<file path="src/rtl/fxp_alu_pipe.sv">
// -----------------------------------------------------------------------------
// fxp_alu_pipe
//
// Three-stage pipelined saturating fixed-point ALU (two's complement, Q format)
// with a guarded MAC accumulator and valid/ready handshakes on both sides.
//
//   S1  : operand registers
//   S2  : full 2W-bit product, (W+1)-bit sum/difference, arithmetic shift
//   OUT : rounding, saturation, accumulator update, result registers
//
// Modes (in_mode_i):
//   0 ADD | 1 SUB | 2 MUL | 3 MAC | 4 ACC_CLR | 5 ACC_RD | 6 SHRA | 7 NOP
//
// Ports:
//   clk_i        clock, all state on the rising edge
//   rst_n_i      synchronous active-low reset
//   in_valid_i   operation presented
//   in_ready_o   operation accepted this cycle when high (equals advance)
//   in_mode_i    operation select
//   in_a_i       operand A (Q format)
//   in_b_i       operand B (Q format)
//   in_shift_i   SHRA shift amount
//   in_tag_i     opaque tag carried with the operation
//   out_valid_o  result valid
//   out_ready_i  consumer accepts the result
//   out_data_o   result
//   out_ovf_o    result was saturated
//   out_tag_o    tag of this result
// -----------------------------------------------------------------------------
module fxp_alu_pipe #(
    parameter int W     = 16,
    parameter int Q     = 15,
    parameter int GUARD = 4,
    parameter int TAG_W = 4
) (
    input  logic                 clk_i,
    input  logic                 rst_n_i,
    input  logic                 in_valid_i,
    output logic                 in_ready_o,
    input  logic [2:0]           in_mode_i,
    input  logic [W-1:0]         in_a_i,
    input  logic [W-1:0]         in_b_i,
    input  logic [$clog2(W)-1:0] in_shift_i,
    input  logic [TAG_W-1:0]     in_tag_i,
    output logic                 out_valid_o,
    input  logic                 out_ready_i,
    output logic [W-1:0]         out_data_o,
    output logic                 out_ovf_o,
    output logic [TAG_W-1:0]     out_tag_o
);

    localparam int ACC_W = W + GUARD;
    localparam int SH_W  = $clog2(W);
    localparam int PW    = 2 * W;
    // Working width for acc + R: one bit above the wider of the two operands,
    // so the addition itself can never wrap.
    localparam int XW    = ((PW + 1) > ACC_W ? (PW + 1) : ACC_W) + 1;

    localparam logic [2:0] MODE_ADD  = 3'd0;
    localparam logic [2:0] MODE_SUB  = 3'd1;
    localparam logic [2:0] MODE_MUL  = 3'd2;
    localparam logic [2:0] MODE_MAC  = 3'd3;
    localparam logic [2:0] MODE_CLR  = 3'd4;
    localparam logic [2:0] MODE_RD   = 3'd5;
    localparam logic [2:0] MODE_SHRA = 3'd6;
    localparam logic [2:0] MODE_NOP  = 3'd7;

    localparam logic [W-1:0]     MIN_W   = {1'b1, {(W-1){1'b0}}};
    localparam logic [W-1:0]     MAX_W   = {1'b0, {(W-1){1'b1}}};
    localparam logic [ACC_W-1:0] MIN_ACC = {1'b1, {(ACC_W-1){1'b0}}};
    localparam logic [ACC_W-1:0] MAX_ACC = {1'b0, {(ACC_W-1){1'b1}}};
    // Half an LSB of the result, added before the shift for round-half-up.
    localparam logic [PW:0]      RND     = {{PW{1'b0}}, 1'b1} << (Q - 1);

    // Saturate an accumulator-width value to W bits; MSB of the return is ovf.
    function automatic logic [W:0] sat_acc_w(input logic [ACC_W-1:0] v);
        logic clip;
        clip = (v[ACC_W-1:W-1] != {(GUARD+1){v[W-1]}});
        if (clip) begin
            return {1'b1, (v[ACC_W-1] ? MIN_W : MAX_W)};
        end
        return {1'b0, v[W-1:0]};
    endfunction

    // ------------------------------------------------------------------
    // Handshake: the whole pipe moves only when the output slot is free
    // or being drained this cycle.
    // ------------------------------------------------------------------
    logic advance;
    logic out_valid_q;

    assign advance    = !(out_valid_q && !out_ready_i);
    assign in_ready_o = advance;

    // ------------------------------------------------------------------
    // S1: operand registers
    // ------------------------------------------------------------------
    logic             s1_valid_q;
    logic [2:0]       s1_mode_q;
    logic [W-1:0]     s1_a_q;
    logic [W-1:0]     s1_b_q;
    logic [SH_W-1:0]  s1_shift_q;
    logic [TAG_W-1:0] s1_tag_q;

    always_ff @(posedge clk_i) begin
        if (!rst_n_i) begin
            s1_valid_q <= 1'b0;
            s1_mode_q  <= MODE_NOP;
            s1_a_q     <= '0;
            s1_b_q     <= '0;
            s1_shift_q <= '0;
            s1_tag_q   <= '0;
        end else if (advance) begin
            s1_valid_q <= in_valid_i;
            if (in_valid_i) begin
                s1_mode_q  <= in_mode_i;
                s1_a_q     <= in_a_i;
                s1_b_q     <= in_b_i;
                s1_shift_q <= in_shift_i;
                s1_tag_q   <= in_tag_i;
            end
        end
    end

    // ------------------------------------------------------------------
    // S2: exact arithmetic
    // ------------------------------------------------------------------
    logic [W:0]    s2_sum_d;
    logic [PW-1:0] s2_prod_d;
    logic [W-1:0]  s2_shr_d;
    logic [W:0]    a_ext;
    logic [W:0]    b_ext;

    assign a_ext     = {s1_a_q[W-1], s1_a_q};
    assign b_ext     = {s1_b_q[W-1], s1_b_q};
    assign s2_sum_d  = (s1_mode_q == MODE_SUB) ? (a_ext - b_ext) : (a_ext + b_ext);
    assign s2_prod_d = $signed(s1_a_q) * $signed(s1_b_q);
    assign s2_shr_d  = $signed(s1_a_q) >>> s1_shift_q;

    logic             s2_valid_q;
    logic [2:0]       s2_mode_q;
    logic [W:0]       s2_sum_q;
    logic [PW-1:0]    s2_prod_q;
    logic [W-1:0]     s2_shr_q;
    logic [TAG_W-1:0] s2_tag_q;

    always_ff @(posedge clk_i) begin
        if (!rst_n_i) begin
            s2_valid_q <= 1'b0;
            s2_mode_q  <= MODE_NOP;
            s2_sum_q   <= '0;
            s2_prod_q  <= '0;
            s2_shr_q   <= '0;
            s2_tag_q   <= '0;
        end else if (advance) begin
            s2_valid_q <= s1_valid_q;
            if (s1_valid_q) begin
                s2_mode_q <= s1_mode_q;
                s2_sum_q  <= s2_sum_d;
                s2_prod_q <= s2_prod_d;
                s2_shr_q  <= s2_shr_d;
                s2_tag_q  <= s1_tag_q;
            end
        end
    end

    // ------------------------------------------------------------------
    // OUT: rounding, saturation, accumulation
    // ------------------------------------------------------------------
    logic [ACC_W-1:0] acc_q;
    logic [ACC_W-1:0] acc_d;

    // ADD/SUB: the (W+1)-bit result overflows W bits when its top two differ.
    logic         sum_ovf;
    logic [W-1:0] sum_sat;
    assign sum_ovf = (s2_sum_q[W] != s2_sum_q[W-1]);
    assign sum_sat = sum_ovf ? (s2_sum_q[W] ? MIN_W : MAX_W) : s2_sum_q[W-1:0];

    // MUL: one extra bit of headroom keeps the rounding add from wrapping.
    logic [PW:0]  p_rnd;
    logic [PW:0]  mul_r;
    logic         mul_ovf;
    logic [W-1:0] mul_sat;
    assign p_rnd   = {s2_prod_q[PW-1], s2_prod_q} + RND;
    assign mul_r   = $signed(p_rnd) >>> Q;
    assign mul_ovf = (mul_r[PW:W-1] != {(PW-W+2){mul_r[W-1]}});
    assign mul_sat = mul_ovf ? (mul_r[PW] ? MIN_W : MAX_W) : mul_r[W-1:0];

    // MAC: unsaturated R is added to the accumulator, then clipped to ACC_W.
    logic [XW-1:0]    acc_ext;
    logic [XW-1:0]    mul_ext;
    logic [XW-1:0]    mac_sum;
    logic             mac_ovf;
    logic [ACC_W-1:0] mac_acc;
    assign acc_ext = {{(XW-ACC_W){acc_q[ACC_W-1]}}, acc_q};
    assign mul_ext = {{(XW-PW-1){mul_r[PW]}}, mul_r};
    assign mac_sum = acc_ext + mul_ext;
    assign mac_ovf = (mac_sum[XW-1:ACC_W-1] != {(XW-ACC_W+1){mac_sum[ACC_W-1]}});
    assign mac_acc = mac_ovf ? (mac_sum[XW-1] ? MIN_ACC : MAX_ACC) : mac_sum[ACC_W-1:0];

    logic [W-1:0] res_data_d;
    logic         res_ovf_d;
    logic [W:0]   acc_sat;

    always_comb begin
        res_data_d = '0;
        res_ovf_d  = 1'b0;
        acc_d      = acc_q;
        acc_sat    = '0;
        case (s2_mode_q)
            MODE_ADD, MODE_SUB: begin
                res_data_d = sum_sat;
                res_ovf_d  = sum_ovf;
            end
            MODE_MUL: begin
                res_data_d = mul_sat;
                res_ovf_d  = mul_ovf;
            end
            MODE_MAC: begin
                acc_d      = mac_acc;
                acc_sat    = sat_acc_w(mac_acc);
                res_data_d = acc_sat[W-1:0];
                res_ovf_d  = acc_sat[W] | mac_ovf;
            end
            MODE_CLR: begin
                acc_d = '0;
            end
            MODE_RD: begin
                acc_sat    = sat_acc_w(acc_q);
                res_data_d = acc_sat[W-1:0];
                res_ovf_d  = acc_sat[W];
            end
            MODE_SHRA: begin
                res_data_d = s2_shr_q;
            end
            default: begin
            end
        endcase
    end

    logic [W-1:0]     out_data_q;
    logic             out_ovf_q;
    logic [TAG_W-1:0] out_tag_q;

    // The accumulator commits in the same enable as the result register,
    // so accumulator operations take effect strictly in issue order.
    always_ff @(posedge clk_i) begin
        if (!rst_n_i) begin
            out_valid_q <= 1'b0;
            out_data_q  <= '0;
            out_ovf_q   <= 1'b0;
            out_tag_q   <= '0;
            acc_q       <= '0;
        end else if (advance) begin
            out_valid_q <= s2_valid_q;
            if (s2_valid_q) begin
                out_data_q <= res_data_d;
                out_ovf_q  <= res_ovf_d;
                out_tag_q  <= s2_tag_q;
                acc_q      <= acc_d;
            end
        end
    end

    assign out_valid_o = out_valid_q;
    assign out_data_o  = out_data_q;
    assign out_ovf_o   = out_ovf_q;
    assign out_tag_o   = out_tag_q;

endmodule

</file>
<file path="config.mk">
export PLATFORM = sky130hd
export DESIGN_NAME = fxp_alu_pipe
export DESIGN_NICKNAME = d
export VERILOG_FILES = /design/src/rtl/fxp_alu_pipe.sv
export SDC_FILE = /design/constraint.sdc
export NUM_CORES = 1
export LEC_CHECK = 0
export ABC_AREA = 1
export CAP_MARGIN = 20
export CORE_MARGIN = 1
export CORE_UTILIZATION = 35
export CTS_BUF_LIST = sky130_fd_sc_hd__clkbuf_8
export DETAILED_ROUTE_END_ITERATION = 6
export PLACE_DENSITY_LB_ADDON = 0.12
export SYNTH_ARGS = -nofsm -noshare
export SYNTH_HDL_FRONTEND = slang
export SYNTH_SLANG_ARGS = --single-unit
</file>
<file path="constraint.sdc">
create_clock -name clk_i -period 7.2 [get_ports clk_i]
set_clock_uncertainty 0.2 [all_clocks]
set_input_delay 1.08 -clock clk_i [delete_from_list [all_inputs] [get_ports clk_i]]
set_output_delay 1.08 -clock clk_i [all_outputs]
set_load 0.005 [all_outputs]
</file>
* Word level (Yosys, flattened, before mapping)
Cells that the tools add are included.
W data, S select, Z words.
** Word-level totals
- Register bits after elaboration :: 159
- Input bits :: 47
- Output and inout port bits :: 23
** Operators by class
- Add/sub/neg operators :: 4
- $mul :: 1
- Equality and inequality tests :: 12
- Shift-type cells :: 1
- Multiplexer cells :: 21
- Bitwise gates (word level) :: 2
- Reductions and logical operators :: 10
** Operator list (count)
- $mux W17 :: 6
- $mux W16 :: 6
- $pmux W16 S5 :: 1
- $mux W20 :: 2
- $pmux W20 S2 :: 1
- $add A32 B16 Y33 const B :: 1
- $mul A16 B16 Y32 :: 1
- $add A20 B18 Y21 :: 1
- $add A16 B16 Y17 :: 1
- $ne A17 B17 Y1 :: 1
- $sub A16 B16 Y17 :: 1
- $sshr A16 B4 Y16 :: 1
- $ne A14 B14 Y1 :: 1
- $eq A3 B3 Y1 const B :: 3
- $ne A4 B4 Y1 :: 2
- $eq A3 B1 Y1 const B :: 2
- $eq A3 B2 Y1 const B :: 2
- $reduce_and A2 Y1 :: 3
- $mux W1 :: 4
- $pmux W1 S4 :: 1
- $logic_not A3 Y1 :: 1
- $reduce_and A3 Y1 :: 1
- $logic_not A1 Y1 :: 2
- $reduce_bool A2 Y1 :: 1
- 5 further kinds :: 5

* Longest topological paths before layout
- Depth in word-level cells :: 11
- Mapped depth :: 32

* Worst setup path after synthesis
No wires, ideal clock.
- Path type :: register -> register
- From :: register s1_a_q[15]
- To :: register s2_prod_q[27]
- Setup time :: 119 ps
- Arrival :: 5750 ps
- Setup slack :: 1131 ps
- Stages on the path, launching flop included :: 21
- Period minus slack after synthesis :: 6069 ps
- Cells stage by stage :: dfxtp_1 > clkbuf_1 > buf_1 > nand2_1 > inv_1 > fa_1 > fa_1 > inv_1 > fa_1 > fa_1 > inv_1 > fa_1 > inv_1 > fa_1 > inv_1 > ha_1 > a21oi_1 > o21ai_0 > a221oi_1 > a21oi_1 > o221a_2
** Between the ends
- Word-level cells in the longest chain between the ends :: 1
** RTL lines
- from (decl) :: line 100 : logic [W-1:0] s1_a_q;
- from (signal assigned) :: line 117 : s1_a_q <= in_a_i;
- $mul A16 B16 Y32 :: line 137 : assign s2_prod_d = $signed(s1_a_q) * $signed(s1_b_q);
- to (signal assigned) :: line 160 : s2_prod_q <= s2_prod_d;
- to (decl) :: line 143 : logic [PW-1:0] s2_prod_q;
Every way passes these cells.
A chain may end at the register's enable or synchronous reset.

* Final worst setup path
Ends and elaborated chain as after synthesis.

==> results_dict.tcl <==
set metrics [dict create \
    outcome "complete, no violations" \
    grtUsageTotal_pct 22.2 \
    p_int_mw 2.09 \
    boundaryPins 70 \
    dieArea_um2 57500 \
    clock_tree.buffer_depth 2 \
    worst_hold_path.endpoint "s2_shr_q[15]" \
    pwr-share-clk_pct 16.4 \
    clock_tree.htree_level_count 4 \
    dp_cell_count 3526 \
    r2r_end "s2_prod_q[27]" \
    critical_path_arrival_ps 6720 \
    worst_hold_path_type "reg2reg" \
    clkSlewWorstSetupHoldPaths_ps 100 \
    drc_errors 0 \
    grt_overflow 0 \
    power_density_nw_per_um2 196 \
    place.gp.congestion 0.880 \
    postSynthNetCount 3223 \
    reg2reg_from "s1_a_q[15]" \
    max-cap-violations 0 \
    num_vias 17200 \
    detail_route.iter0.violations 1128 \
    timing.max_slew.rel_slack_pct 30.2 \
    antenna_violations_before_repair 0 \
    swShare_pct 50.8 \
    first_pass_iters 5 \
    first_global_vias 17000 \
    yosysMostFrequentCell "nand2_1" \
    cts-resized-gates 0 \
    power.leakage_nw 11.3 \
    hpwlAfterDp_mm 51.1 \
    critical_path.endpoint_type "flop" \
    area_delta_synth_final_pct 9.34 \
    grt_max_degree 76 \
    nNetsFinal 3229 \
    power_switching_mw 2.16 \
    buffer_ports.inserted 69 \
    ys_types 54 \
    post_drt_wl_per_cell_um 17.4 \
    drive_gt1_share_pct 5.52 \
    placed_area_um2 21300 \
    post_drt_via_cell_ratio 4.83 \
    worst_slew_pin_slew_ps 1050 \
    floorplan.rows 86 \
    layout_min_cycle_time_ps 6510 \
    cts_inserted_buffers 17 \
    antenna_cells 0 \
    cts.sinks 145 \
    netlist_top_cells_count "nand2_1 (635), inv_1 (624), fa_1 (263)" \
    grt_pass1_wl_mm 97.6 \
    cts_hold_buf 0 \
    vdd_drop_max_mv 0.105 \
    finalHoldViolCount 0 \
    synth_largest_type_area_fraction_pct 26.6 \
    wl_mm 62.1 \
    finalHoldWorstSlack_ps 269 \
    p_comb_share_pct 60.8 \
    setup_tns_final_ps 0 \
    kind_of_critical_path "reg2reg" \
    initial_standard_cell_utilization_of_the_core_pct 35.7 \
    synth_area_leader_cell "fa_1" \
    die_width_um 240 \
    synthesized_area_um2 19800 \
    seq_area_frac_synth_pct 14.7 \
    synth-async-reset-ratio_pct 0 \
    yosys_reg_bits 145 \
    post_syn_instances 2792 \
    grt_setup_unrepaired "false" \
    design_area_um2 21700 \
    post_synth.cell_area_avg_um2 7.09 \
    reg2reg_slack_ps 690 \
    core-area_um2 55500 \
    pwr-share-seq_pct 22.8 \
    timing.final.max_slew_violations 0 \
    ctsRootBufferMaster "clkbuf_8" \
    number_of_enable_type_register_cells_in_the_synthesized_netlist 0 \
    clock_tree_from_tritoncts "yes" \
    clock.fmax_ghz 0.154 \
    cts.repair_timing.setup_buffer_count 0 \
    die_h_um 240 \
    fin_crit_sh_pct 90.4 \
    startpoint_type "flop" \
    antenna_left 0 \
    ys_warn_count 0 \
    finalNonFillerCells 3558 \
    crit_path_max_fanout 17 \
    timing.hold.worst.start "s2_shr_q[15]" \
    post_synth_main_area_contributors "fa_1 (27%), dfxtp_1 (15%), nand2_1 (12%)" \
    worst-r2r-cell-count 18 \
    insertion_delay_ps 520 \
    critical_path_required_ps 7410 \
    timing.final.setup_violations 0 \
    synthFlopType "dfxtp_1" \
    whs_path_depth 2 \
]
worst max-delay path: stages, from the launching register on:
cell and delay [ps]:
dfxtp_1 780, nand2_1 290, fa_1 550, inv_1 70, fa_1 730, inv_1 180
fa_1 440, fa_1 540, inv_1 50, fa_1 530, inv_1 50, fa_1 470
inv_1 40, ha_1 330, a21oi_1 270, o21ai_0 190, a221oi_1 320, a21oi_1 120
o221a_2 240
cell families after synthesis:
kind of cell             Yosys count  share of synthesized area, %
adder cells (fa/ha/maj)          384                          34.2
buffers and inverters            763                          14.7
flip-flops                       145                          14.7
AO/OA/AOI/OAI                    420                          12.1
AND/OR/NAND/NOR                 1009                          21.1
multiplexers                       7                         0.354
XOR/XNOR                          64                          2.83
flip-flops by register name (all words and copies together) (netlist names):
| signal | cells |
|---|---|
| acc_q | 20 |
| s2_prod_q | 18 |
| s2_sum_q | 17 |
| out_data_o | 16 |
| s1_a_q | 16 |
| s1_b_q | 16 |
| s2_shr_q | 16 |
| out_tag_o | 4 |
| s1_shift_q | 4 |
| s1_tag_q | 4 |
| s2_tag_q | 4 |
| s1_mode_q | 3 |
| s2_mode_q | 3 |
| out_ovf_o | 1 |
| out_valid_o | 1 |
| s1_valid_q | 1 |
| s2_valid_q | 1 |
power by group through the flow:
stage	clock (mW)	combinational, mW	sequential, mW
after CTS	0.709	2.59	0.968
final	0.697	2.58	0.970
after global placement	0	2.58	0.985
after floorplan	0	1.87	0.913
after detailed placement	0	2.58	0.987
after global routing	0.748	2.96	0.979
layer usage:
metal  vias to the layer above  GRT usage, %  routed length (µm)
met2                       383          33.9               26700
met3                        46          2.63                2430
li1                       8481             -                   -
met4                         0          5.17                1140
met5                         -             0                   0
met1                      8264          33.2               31800
placed cells by master (no fill, tap or decap), types with 41 or more instances in the layout:
master           Yosys  routed
clkdlybuf4s50_1      0      68
fa_1               263     263
nand2_1            635     634
inv_1              624     625
o21ai_0            175     174
buf_4                1      45
nor2_1             191     191
xor2_1              41      41
a21oi_1            149     149
nand3_1             79      79
dfxtp_1            145     145
ha_1               121     121
layout make-up:
| cell class | instances | area (µm²) |
|---|---|---|
| Fill cell | 5997 | 33900 |
| Multi-Input combinational cell | 1884 | 14000 |
| Sequential cell | 145 | 2900 |
| Inverter | 635 | 2380 |
| Timing Repair Buffer | 115 | 1040 |
| Tap cell | 748 | 936 |
| Clock buffer | 17 | 234 |
| Clock inverter | 14 | 158 |
per-stage QoR:
step           setup WS (ps)  util (%)  power, mW
6_report                 688      39.0       4.25
5_1_grt                  268      39.0       4.69
4_1_cts                  712      39.0       4.27
3_5_place_dp             734      38.3       3.57
3_3_place_gp             733      38.3       3.57
2_1_floorplan           1130         -       2.79
worst max path at each step:
stage                     cells past startpoint             to  startpoint
after detailed placement                     18  s2_prod_q[27]  s1_a_q[15]
after floorplan                              20  s2_prod_q[27]  s1_a_q[15]
final                                        18  s2_prod_q[27]  s1_a_q[15]
after CTS                                    20  s2_prod_q[31]  s1_a_q[15]
after global routing                         18  s2_prod_q[27]  s1_a_q[15]
after global placement                       20  s2_prod_q[31]  s1_a_q[15]
Power figures use the tool's default switching activity.
